===== config.mk =====
export PLATFORM = sky130hd
export DESIGN_NAME = div
export DESIGN_NICKNAME = d
export VERILOG_FILES = /design/src/rtl/div_pkg.sv /design/src/rtl/div_step.sv /design/src/rtl/div.sv
export SDC_FILE = /design/constraint.sdc
export NUM_CORES = 1
export LEC_CHECK = 0
export ABC_AREA = 1
export BUFFER_PORTS_ARGS = -buffer_cell sky130_fd_sc_hd__buf_2
export CAP_MARGIN = 30
export CORE_ASPECT_RATIO = 1.4
export CORE_MARGIN = 2
export CORE_UTILIZATION = 25
export DETAILED_ROUTE_END_ITERATION = 16
export PLACE_DENSITY_LB_ADDON = 0.12
export SLEW_MARGIN = 20
export SYNTH_ARGS = -nofsm -noshare
export SYNTH_HDL_FRONTEND = slang
export SYNTH_SLANG_ARGS = --single-unit

===== constraint.sdc =====
create_clock -name mul_clk -period 2.4 [get_ports mul_clk]
set_input_delay 0.12 -clock mul_clk [delete_from_list [all_inputs] [get_ports mul_clk]]
set_output_delay 0.12 -clock mul_clk [all_outputs]
set_load 0.05 [all_outputs]

===== src/rtl/div_pkg.sv =====
// Shared definitions for the multi-cycle restoring divider.
// Holds the FSM state encoding, datapath/iteration sizing and an
// absolute-value helper used when operands are latched for a signed divide.
package div_pkg;

  localparam int unsigned DIV_W       = 32;
  localparam int unsigned DIV_ITERS   = 32;
  localparam int unsigned DIV_LATENCY = 34;
  localparam int unsigned CNT_W       = $clog2(DIV_ITERS) + 1;

  typedef enum logic [2:0] {
    IDLE = 3'd0,
    PREP = 3'd1,
    ITER = 3'd2,
    FIX  = 3'd3,
    DONE = 3'd4
  } state_t;

  // Magnitude of v; only negative values in signed mode are negated.
  function automatic logic [DIV_W-1:0] abs_sel(input logic [DIV_W-1:0] v,
                                               input logic is_signed);
    return (is_signed && v[DIV_W-1]) ? DIV_W'(-v) : v;
  endfunction

endpackage


===== src/rtl/div_step.sv =====
// One restoring division step (combinational).
// Ports: rem_in   - partial remainder (always < divisor on entry)
//        bit_in   - next dividend bit shifted in
//        divisor  - divisor magnitude
//        rem_c    - updated partial remainder
//        q_bit_c  - quotient bit produced by this step
module div_step
  import div_pkg::*;
(
  input  logic [DIV_W-1:0] rem_in,
  input  logic             bit_in,
  input  logic [DIV_W-1:0] divisor,
  output logic [DIV_W-1:0] rem_c,
  output logic             q_bit_c
);

  logic [DIV_W-1:0] low;

  // Trial subtract is a full 33-bit compare; the kept difference fits in
  // DIV_W bits because rem_in < divisor, so modular subtraction suffices.
  always_comb begin
    low     = {rem_in[DIV_W-2:0], bit_in};
    q_bit_c = ({rem_in, bit_in} >= {1'b0, divisor});
    rem_c   = q_bit_c ? (low - divisor) : low;
  end

endmodule


===== src/rtl/div.sv =====
// Multi-cycle 32-bit signed/unsigned restoring divider.
// Ports: mul_clk   - clock, rising edge
//        reset     - synchronous active-low reset
//        sign      - 1 = signed divide, sampled with start
//        x, y      - dividend / divisor, sampled with start
//        start     - request, accepted only in IDLE
//        cancel    - aborts any operation in progress
//        busy      - operation in flight
//        ready     - one-cycle pulse, quotient/remainder valid
//        quotient  - result, held until the next completed operation
//        remainder - result, held until the next completed operation
module div
  import div_pkg::*;
(
  input  logic             mul_clk,
  input  logic             reset,
  input  logic             sign,
  input  logic [DIV_W-1:0] x,
  input  logic [DIV_W-1:0] y,
  input  logic             start,
  input  logic             cancel,
  output logic             busy,
  output logic             ready,
  output logic [DIV_W-1:0] quotient,
  output logic [DIV_W-1:0] remainder
);

  state_t state, state_d;

  logic             accept;
  logic             finish;
  logic             last_iter;

  logic [DIV_W-1:0] x_q;
  logic [DIV_W-1:0] y_q;
  logic             sign_q;
  logic [DIV_W-1:0] dvd;
  logic [DIV_W-1:0] dvs;
  logic [DIV_W-1:0] rem;
  logic             q_neg;
  logic             r_neg;
  logic             div_zero;
  logic [CNT_W-1:0] cnt;

  logic [DIV_W-1:0] step_rem;
  logic             step_q;
  logic [DIV_W-1:0] q_fix;
  logic [DIV_W-1:0] r_fix;

  // Single step instance, reused every ITER cycle.
  div_step u_step (
    .rem_in  (rem),
    .bit_in  (dvd[DIV_W-1]),
    .divisor (dvs),
    .rem_c   (step_rem),
    .q_bit_c (step_q)
  );

  assign last_iter = (cnt == CNT_W'(DIV_ITERS - 1));

  // State register.
  always_ff @(posedge mul_clk) begin
    if (!reset) state <= IDLE;
    else        state <= state_d;
  end

  // Next-state logic; cancel wins over everything outside DONE.
  always_comb begin
    state_d = state;
    accept  = 1'b0;
    finish  = 1'b0;
    case (state)
      IDLE: begin
        if (start && !cancel) begin
          state_d = PREP;
          accept  = 1'b1;
        end
      end
      PREP: state_d = cancel ? IDLE : ITER;
      ITER: begin
        if (cancel)         state_d = IDLE;
        else if (last_iter) state_d = FIX;
      end
      FIX: begin
        if (cancel) begin
          state_d = IDLE;
        end else begin
          state_d = DONE;
          finish  = 1'b1;
        end
      end
      DONE:    state_d = IDLE;
      default: state_d = IDLE;
    endcase
  end

  // Sign fix-up; divide by zero overrides with all-ones / original dividend.
  always_comb begin
    q_fix = q_neg ? DIV_W'(-dvd) : dvd;
    r_fix = r_neg ? DIV_W'(-rem) : rem;
    if (div_zero) begin
      q_fix = '1;
      r_fix = x_q;
    end
  end

  // Registered status outputs.
  always_ff @(posedge mul_clk) begin
    if (!reset) begin
      ready <= 1'b0;
      busy  <= 1'b0;
    end else begin
      ready <= finish;
      busy  <= (state_d != IDLE);
    end
  end

  // Datapath: operand capture, magnitude prep, shift/subtract, result write.
  always_ff @(posedge mul_clk) begin
    if (!reset) begin
      x_q       <= '0;
      y_q       <= '0;
      sign_q    <= 1'b0;
      dvd       <= '0;
      dvs       <= '0;
      rem       <= '0;
      q_neg     <= 1'b0;
      r_neg     <= 1'b0;
      div_zero  <= 1'b0;
      cnt       <= '0;
      quotient  <= '0;
      remainder <= '0;
    end else begin
      if (accept) begin
        x_q    <= x;
        y_q    <= y;
        sign_q <= sign;
      end
      if (state == PREP) begin
        dvd      <= abs_sel(x_q, sign_q);
        dvs      <= abs_sel(y_q, sign_q);
        rem      <= '0;
        q_neg    <= sign_q & (x_q[DIV_W-1] ^ y_q[DIV_W-1]);
        r_neg    <= sign_q & x_q[DIV_W-1];
        div_zero <= (y_q == '0);
        cnt      <= '0;
      end
      if (state == ITER) begin
        // Quotient bits shift into the vacated low end of the dividend.
        rem <= step_rem;
        dvd <= {dvd[DIV_W-2:0], step_q};
        cnt <= cnt + CNT_W'(1);
      end
      if (finish) begin
        quotient  <= q_fix;
        remainder <= r_fix;
      end
    end
  end

endmodule


==> flow_metrics.tcl, run 1 <==
set metrics [dict create \
    worst-path-buf-inv 1 \
    yosysUniqueCellTypes 47 \
    path_clk_slew_ns 0.07 \
    total_leakage_power_nw 9.09 \
    async_flop_share_pct 0 \
    grt_remaining_overflow 0 \
    track_usage_pct 20.1 \
    skew_ns 0.0108 \
    syn_nets 2557 \
    met1_length_microns 25700 \
    path_class "reg2reg" \
    crit_required_ns 2.85 \
    placementRows 107 \
    post_cts_buffers 0 \
    cp_top_family "simple AND/OR/NAND/NOR gates" \
    root_buffer "clkbuf_16" \
    synth_warnings 0 \
    routed_wl_microns 64000 \
    dr_wl_met2_microns 33600 \
    max_freq_ghz 0.441 \
    syn_area_sq_mm 0.0152 \
    ys_ff_latch 239 \
    fillers 6880 \
    cpPeakStageDelay_ns 0.44 \
    design_area_sq_mm 0.0195 \
    coreArea_sq_mm 0.0605 \
    syn2layout_area_growth_pct 27.9 \
    num_vias 16721 \
    die-area_sq_mm 0.0629 \
    hold_ws_ns 0.0475 \
    hpwl_microns 50500 \
    cts_made_buffers 27 \
    crit_slowest_cell "ha_2" \
    yosysSeqAreaShare_pct 31.4 \
    syn-instance-count 2450 \
    drt_iter0_markers 820 \
    die_h_microns 296 \
    multi_input_area_sq_mm 0.00901 \
    start_util_pct 25.2 \
    p_per_area_mw_per_mm2 621 \
    clock-sinks 239 \
    grt_max_degree 80 \
    fin_crit_ns 2.27 \
    finalMaxSlewViolations 0 \
    drive_above_1_share_pct 14.6 \
    end_kind "flip-flop" \
    critPathMostFrequentCell "nand2_1" \
    die_w_microns 213 \
    fin_nets 2798 \
    hp-class "in2reg" \
    max_slew_margin_pct 60.7 \
    hold_violations 0 \
    drc 0 \
    cts_tree "built" \
    drtPass1Iterations 5 \
    cap_viol_max_count 0 \
    arrival_ns 2.72 \
    n_antenna_cell 0 \
    place_area_sq_mm 0.0175 \
    startpoint_type "flip-flop" \
    seq_area_sq_mm 0.00479 \
    synth_edf_count 0 \
    tightest_slew_ns 0.585 \
    path_cells "ha_2 -> nand2_1 -> nor2_1 -> inv_1 -> nor2_2 -> nand4_1 -> nand3_1 -> nand2_1 -> nand2_1 -> nand2_1 -> nand3_1 -> a21oi_1" \
    p_total_mw 12.1 \
    via_per_inst 4.74 \
    wl_met3_microns 1490 \
    synth_ff_type "dfxtp_1" \
    ir_drop_v 0.000481 \
    status "completed" \
    critPathMaxFanout 4 \
    grt_pass1_vias 16432 \
    gp_congestion 0.967 \
    htree_levels 1 \
    port_buffers 134 \
    wire_per_inst_microns 18.1 \
    antenna_found_initial 0 \
    max-clock-path-buffers 3 \
    timing.final.crit_share_pct 94.4 \
    highest_layer "met4" \
    synth_area_per_cell_sq_um 6.21 \
    grt_pass1_wl_microns 97300 \
    io-pin-count 135 \
    clkLatencyLatePin_ns 0.56 \
    final-setup-viol-count 0 \
    antenna_left 0 \
]
==> per-layer routing <==
| layer | vias to the layer above | global-route usage, % |
|---|---|---|
| met5 | - | 0 |
| met4 | 0 | 9.28 |
| met3 | 97 | 1.48 |
| met2 | 296 | 38.5 |
| met1 | 7881 | 22.4 |
| li1 | 8447 | - |
==> through the flow <==
stage / util [%] / instances / setup TNS [ns] / setup WS, ns
floorplan: - / 2450 / 0 / 0.489
global placement: 28.8 / 3411 / -1.86 / -0.214
detailed placement: 28.8 / 3411 / -1.85 / -0.155
CTS: 31.6 / 3528 / 0 / 0.000465
global route: 32.2 / 3528 / -0.00500 / -0.00500
finish: 32.2 / 3528 / 0 / 0.133
==> worst reg2reg max path: stages, from the launching register on <==
cell and delay, ns:
dfxtp_1 0.38, ha_2 0.44, nand2_1 0.11, nor2_1 0.19, inv_1 0.12, nor2_2 0.18
nand4_1 0.14, nand3_1 0.10, nand2_1 0.06, nand2_1 0.18, nand2_1 0.10, nand3_1 0.07
a21oi_1 0.07
==> logic make-up after synthesis <==
group,count (synthesis),synth area share (%)
AND/OR/NAND/NOR,1137,31.9
adder cells (fa/ha/maj),38,3.17
flip-flops,239,31.4
buffers and inverters,457,11.7
XOR/XNOR,59,3.39
AO/OA/AOI/OAI,520,18.4
==> state kept, by name, summed over array words and instances (netlist names), 3 cells and up <==
name,flops
cnt,6
dvd,32
dvs,32
quotient,32
rem,32
remainder,32
state,3
x_q,32
y_q,32
==> cell type report <==
| class | instances | area share, % |
|---|---|---|
| multi-input cells | 1754 | 46.3 |
| clock inverters | 14 | 1.07 |
| well taps | 817 | 5.25 |
| flip-flops and latches | 239 | 24.6 |
| repair buffers | 316 | 12.1 |
| clock buffers | 35 | 3.93 |
| inverters | 353 | 6.82 |
==> placed cells by master, fill, tap and decap left out, types with 27 or more instances in the layout <==
master	synthesis	final
clkbuf_16	0	27
dlygate4sd3_1	0	68
nand2_1	596	590
xor2_1	38	38
inv_1	341	341
o21ai_0	184	183
nor2_1	227	219
nor3_1	31	29
dfxtp_1	239	234
buf_2	16	133
nand3_1	195	195
a21oi_1	241	240
a31oi_1	28	28
buf_4	0	104
==> report_power, final <==
part | leakage, nW | total, mW | switching (mW) | internal (mW)
sequential | 1.94 | 4.22 | 0.126 | 4.10
combinational | 6.68 | 3.22 | 2.02 | 1.20
clock | 0.470 | 4.64 | 1.86 | 2.79
total | 9.09 | 12.1 | 4.00 | 8.08
==> path summary, 6_finish.rpt <==
kind	start	end	slack, ns	cells after the start
setup / recovery	rem[12]	rem[18]	0.13	12
hold / removal	x[0]	x_q[0]	0.05	4
setup reg to reg	rem[12]	rem[18]	0.13	12
hold reg to reg	remainder[20]	remainder[20]	0.46	2
==> synthesized netlist by cell type (3+ instances only) <==
| library cell | number | share of area (%) |
|---|---|---|
| nand2_1 | 596 | 15 |
| inv_1 | 341 | 8.4 |
| a21oi_1 | 241 | 7.9 |
| dfxtp_1 | 239 | 31 |
| nor2_1 | 227 | 5.6 |
| nand3_1 | 195 | 6.4 |
| o21ai_0 | 184 | 6.0 |
| clkbuf_1 | 77 | 1.9 |
| xor2_1 | 38 | 2.2 |
| ha_1 | 37 | 3.0 |
| nor3_1 | 31 | 1.0 |
| a31oi_1 | 28 | 1.2 |
| xnor2_1 | 21 | 1.2 |
| nand4_1 | 20 | 0.82 |
| o211ai_1 | 19 | 0.94 |
| o22ai_1 | 17 | 0.70 |
| buf_2 | 16 | 0.53 |
| inv_2 | 10 | 0.25 |
| and2_1 | 9 | 0.37 |
| nand3_2 | 9 | 0.59 |
| nand3b_1 | 9 | 0.44 |
| nor2_2 | 9 | 0.37 |
| nor4_1 | 9 | 0.37 |
| o221ai_1 | 9 | 0.52 |
| nand2_2 | 8 | 0.33 |
| buf_6 | 6 | 0.44 |
| buf_1 | 5 | 0.12 |
| o21ai_1 | 5 | 0.16 |
| or2_2 | 4 | 0.16 |
| a21oi_2 | 3 | 0.17 |
| nor3_4 | 3 | 0.32 |
| o31ai_1 | 3 | 0.15 |
==> repair_timing <==
action	CTS	global route
pin swaps	0	1
endpoints found under the setup margin	33	37
resized for setup	10	59
gates cloned	0	0
hold buffers	68	0
endpoints found under the hold margin	80	0
Power figures use the tool's default switching activity.
==> inputs of run 2 (changes only) <==
==> constraint.sdc (replaced) <==
create_clock -name mul_clk -period 2.25 [get_ports mul_clk]
set_input_delay 0.1125 -clock mul_clk [delete_from_list [all_inputs] [get_ports mul_clk]]
set_output_delay 0.1125 -clock mul_clk [all_outputs]
set_load 0.05 [all_outputs]
==> flow_metrics.tcl, run 2 (synthesized netlist as in run 1, its figures left out) <==
set metrics [dict create \
    status "completed" \
    max_slew_margin_pct 60.8 \
    multi_input_area_sq_mm 0.00930 \
    antenna_found_initial 1 \
    place_area_sq_mm 0.0181 \
    drc 0 \
    hp-class "in2reg" \
    p_int_mw 8.84 \
    hold_path_end "x_q[0]" \
    htree_levels 1 \
    max_freq_ghz 0.465 \
    max-clock-path-buffers 3 \
    cpPeakStageDelay_ns 0.32 \
    cts_made_buffers 28 \
    cap_viol_max_count 0 \
    skew_ns 0.0236 \
    post_layout_nonfiller_instances 3615 \
    port_buffers 134 \
    tightest_slew_ns 0.588 \
    end_kind "flip-flop" \
    grt_max_degree 88 \
    crit_required_ns 2.76 \
    io-pin-count 135 \
    track_usage_pct 20.2 \
    design_area_sq_mm 0.0205 \
    p_sw_mw 4.44 \
    total_leakage_power_nw 9.58 \
    clkPwrFrac_pct 37.2 \
    layout_commonest_cell "nand2_1" \
    pwr-share-seq_pct 33.9 \
    hold_violations 0 \
    finalMaxSlewViolations 0 \
    reg2reg_depth 14 \
    seq_area_sq_mm 0.00480 \
    drtPass1Iterations 6 \
    whs_path_depth 4 \
    placementRows 107 \
    regToRegEndpoint "rem[15]" \
    coreArea_sq_mm 0.0605 \
    die_w_microns 213 \
    critPathMaxFanout 5 \
    die_h_microns 296 \
    hpwl_microns 51000 \
    final.setup.worst_slack_ns 0.100 \
    path_class "reg2reg" \
    root_buffer "clkbuf_16" \
    path_clk_slew_ns 0.06 \
    die-area_sq_mm 0.0629 \
    rrSetupSlack_ns 0.10 \
    path_cells "inv_1 -> ha_1 -> nand2_2 -> inv_2 -> a21oi_2 -> nor2_1 -> nor2_2 -> nand2_2 -> nor2_4 -> nand2_8 -> buf_6 -> nand2_1 -> nand3_1 -> a21oi_2" \
    wire_per_inst_microns 17.9 \
    swShare_pct 33.5 \
    arrival_ns 2.66 \
    p_per_area_mw_per_mm2 649 \
    crit_slowest_cell "ha_1" \
    r2r_start "dvs[27]" \
    routed_wl_microns 64600 \
    grt_pass1_wl_microns 97700 \
    n_antenna_cell 0 \
    fin_nets 2885 \
    via_per_inst 4.69 \
    syn2layout_area_growth_pct 34.5 \
    ir_drop_v 0.000464 \
    grt_pass1_vias 16628 \
    fillers 6821 \
    holdCritStartpoint "x[0]" \
    drive_above_1_share_pct 19.6 \
    clkLatencyLatePin_ns 0.58 \
    grt_remaining_overflow 0 \
    clock-sinks 239 \
    layout_common_cells "574 x nand2_1, 332 x inv_1, 236 x a21oi_1" \
    timing.final.crit_share_pct 95.5 \
    final-setup-viol-count 0 \
    gp_congestion 0.901 \
    drt_iter0_markers 1004 \
    placed_cells 3495 \
    antenna_left 0 \
    cts_tree "built" \
    post-place-ws_ns -0.158 \
    combPwrFrac_pct 28.9 \
    num_vias 16944 \
    startpoint_type "flip-flop" \
    fin_crit_ns 2.15 \
    start_util_pct 25.2 \
]
run 2: cell types whose count changed in the layout (fill, tap and decap cells not counted), sizes merged:
cell,change
clkinv,+1
bufinv,-1
dlygate4sd3,-2
clkinvlp,-2
clkbuf,+4
buf,+87
run 2: per-layer routing:
layer  global-route usage (%)  vias up  wire length, microns
met5                        0        -                     0
met4                     7.71        0                  2700
met2                     38.9      333                 34100
met1                     23.0     7909                 25900
met3                     1.51       91                  1910
li1                         -     8611                     -
run 2: how the worst max path moves through the flow:
| stage | from | endpoint | slack [ns] | cells after the start |
|---|---|---|---|---|
| after floorplan | rem[14] | rem[20] | 0.34 | 12 |
| after global placement | rem[9] | remainder[23] | -0.20 | 10 |
| after detailed placement | dvs[6] | rem[15] | -0.16 | 13 |
| after CTS | dvs[15] | rem[15] | -0.03 | 13 |
| after global routing | rem[23] | rem[15] | -0.02 | 15 |
| final | dvs[27] | rem[15] | 0.10 | 14 |
run 2: what timing repair did:
action | 4_1_cts | 5_1_grt
cloned | 0 | 1
pin swaps | 2 | 21
setup endpoints to repair | 39 | 46
buffers inserted | 0 | 3
resized for setup | 33 | 109
endpoints found under the hold margin | 67 | 0
hold buffers | 66 | 0
run 2: stage by stage:
step | hold WS [ns] | setup TNS (ns) | power (mW) | util, %
2_1_floorplan | 0.279 | 0 | 6.62 | -
3_3_place_gp | 0.373 | -4.47 | 8.06 | 30.0
3_5_place_dp | 0.375 | -3.72 | 8.05 | 30.0
4_1_cts | 0.00000994 | -0.0256 | 13.2 | 32.9
5_1_grt | 0.0522 | -0.0571 | 14.0 | 33.8
6_report | 0.0256 | 0 | 13.3 | 33.8
run 2: final cells by class:
cell class	instances	share of cell area [%]
clock inverters	12	0.880
flip-flops and latches	239	23.4
multi-input cells	1754	45.4
repair buffers	402	15.0
well taps	817	4.99
inverters	353	6.48
clock buffers	38	3.85
run 2: worst max-delay path, delay by kind of cell, from the launching register on:
| kind | cells | cell delay [ns] |
|---|---|---|
| buffers and inverters | 3 | 0.25 |
| DFF | 1 | 0.31 |
| AOI/OAI and AO/OA | 2 | 0.28 |
| and+or+nand+nor | 8 | 0.92 |
| adders and majority gates | 1 | 0.32 |
run 2: power groups by stage:
stage / registers, mW / clock network (mW) / logic, mW
after global routing: 4.52 / 5.22 / 4.24
after global placement: 4.59 / 0 / 3.47
after CTS: 4.50 / 5.10 / 3.63
final: 4.50 / 4.94 / 3.84
after detailed placement: 4.59 / 0 / 3.45
after floorplan: 4.56 / 0 / 2.07
==> inputs of run 3 (changes only) <==
--- a/config.mk
+++ b/config.mk
@@ -8,6 +8,8 @@
 export ABC_AREA = 1
 export BUFFER_PORTS_ARGS = -buffer_cell sky130_fd_sc_hd__buf_2
 export CAP_MARGIN = 30
+export CELL_PAD_IN_SITES_DETAIL_PLACEMENT = 2
+export CELL_PAD_IN_SITES_GLOBAL_PLACEMENT = 2
 export CORE_ASPECT_RATIO = 1.4
 export CORE_MARGIN = 2
 export CORE_UTILIZATION = 25
==> flow_metrics.tcl, run 3 (synthesized netlist as in run 1, its figures left out) <==
set metrics [dict create \
    post-place-ws_ns -0.360 \
    drt_iter0_markers 589 \
    drc 0 \
    cap_viol_max_count 0 \
    fin_nets 2916 \
    grt_remaining_overflow 0 \
    multi_input_area_sq_mm 0.00988 \
    seq_area_sq_mm 0.00483 \
    design_area_sq_mm 0.0214 \
    die_w_microns 213 \
    ir_drop_v 0.000610 \
    startpoint_type "flip-flop" \
    hold_ws_ns 0.220 \
    fillers 7330 \
    max_slew_margin_pct 62.2 \
    max_freq_ghz 0.444 \
    rsz0062_at_grt "yes" \
    path_clk_slew_ns 0.06 \
    track_usage_pct 23.9 \
    antenna_left 0 \
    finalMaxSlewViolations 0 \
    htree_levels 1 \
    end_kind "flip-flop" \
    num_vias 17786 \
    grt_max_degree 91 \
    timing.final.crit_share_pct 100 \
    tightest_slew_ns 0.566 \
    status "finished, violations left" \
    violations "setup timing" \
    io-pin-count 135 \
    final.setup.worst_slack_ns -0.00278 \
    drive_above_1_share_pct 25.4 \
    fin_setup_tns_ns -0.00278 \
    arrival_ns 2.77 \
    final_core_util_pct 35.3 \
    layout_commonest_cell "nand2_1" \
    final-setup-viol-count 1 \
    antenna_found_initial 1 \
    drtPass1Iterations 4 \
    wire_per_inst_microns 21.0 \
    path_class "reg2reg" \
    die_h_microns 296 \
    cts_tree "built" \
    port_buffers 134 \
    max-clock-path-buffers 3 \
    clock-sinks 239 \
    root_buffer "clkbuf_16" \
    grt_pass1_wl_microns 116000 \
    syn2layout_area_growth_pct 40.3 \
    routed_wl_microns 76700 \
    grt_pass1_vias 19847 \
    via_per_inst 4.88 \
    critPathMaxFanout 8 \
    hp-class "in2reg" \
    die-area_sq_mm 0.0629 \
    placementRows 107 \
    skew_ns 0.0159 \
    hold_violations 0 \
    hpwl_microns 59100 \
    n_antenna_cell 0 \
    layout_common_cells "523 x nand2_1, 309 x inv_1, 225 x a21oi_1" \
    total_leakage_power_nw 9.93 \
    fin_crit_ns 2.25 \
    gp_congestion 0.903 \
    crit_required_ns 2.77 \
    coreArea_sq_mm 0.0605 \
    cts_made_buffers 28 \
    p_per_area_mw_per_mm2 650 \
    start_util_pct 25.2 \
    clkLatencyLatePin_ns 0.59 \
    place_area_sq_mm 0.0181 \
]
## run 3: report_power, final
| part | internal (mW) | leakage, nW | switching (mW) |
|---|---|---|---|
| sequential | 4.37 | 1.96 | 0.138 |
| combinational | 1.81 | 7.52 | 2.71 |
| clock | 2.77 | 0.459 | 2.07 |
| total | 8.95 | 9.93 | 4.92 |
## run 3: layer usage
metal,part of all wire [%],vias up,track usage [%]
met2,55,205,48.1
met3,1.6,108,1.91
met1,39,8829,25.2
li1,-,8644,-
met5,0,-,0
met4,4.4,0,9.50
## run 3: final timing paths
kind,slack [ns],from,cells past startpoint,endpoint
worst max-delay path,-0.003,dvs[23],14,rem[0]
worst min-delay path,0.22,start,4,y_q[19]
worst max register to register,-0.003,dvs[23],14,rem[0]
worst min register to register,0.47,remainder[23],2,remainder[23]
## run 3: what timing repair did
action                     4_1_cts  5_1_grt
hold endpoints to repair        86        0
setup endpoints to repair       35       60
cloned                           2        3
hold buffers                    69        0
pin swaps                       17       79
gates resized for setup        112      217
buffers inserted                 7       17
## run 3: final cells by class
class	instances	share of cell area, %
clock buffers	45	3.91
repair buffers	433	15.6
well taps	817	4.79
inverters	353	6.33
clock inverters	7	0.527
multi-input cells	1754	46.2
flip-flops and latches	239	22.6
## run 3: critical path: stages (launching register included)
cell and delay [ns]:
dfxtp_2 0.35, clkinv_4 0.09, ha_4 0.33, nand2_4 0.08
nor2_4 0.12, inv_2 0.06, nor2_4 0.11, nand2_4 0.06
nor3_4 0.23, nor2_4 0.10, buf_6 0.15, clkbuf_16 0.18
nand3_4 0.09, nand3_2 0.07, a21oi_2 0.16
## run 3: through the flow
step           power (mW)  instances
3_5_place_dp         8.21       3499
2_1_floorplan        6.62       2450
6_report             13.9       3648
3_3_place_gp         8.12       3499
4_1_cts              13.5       3629
5_1_grt              14.6       3648
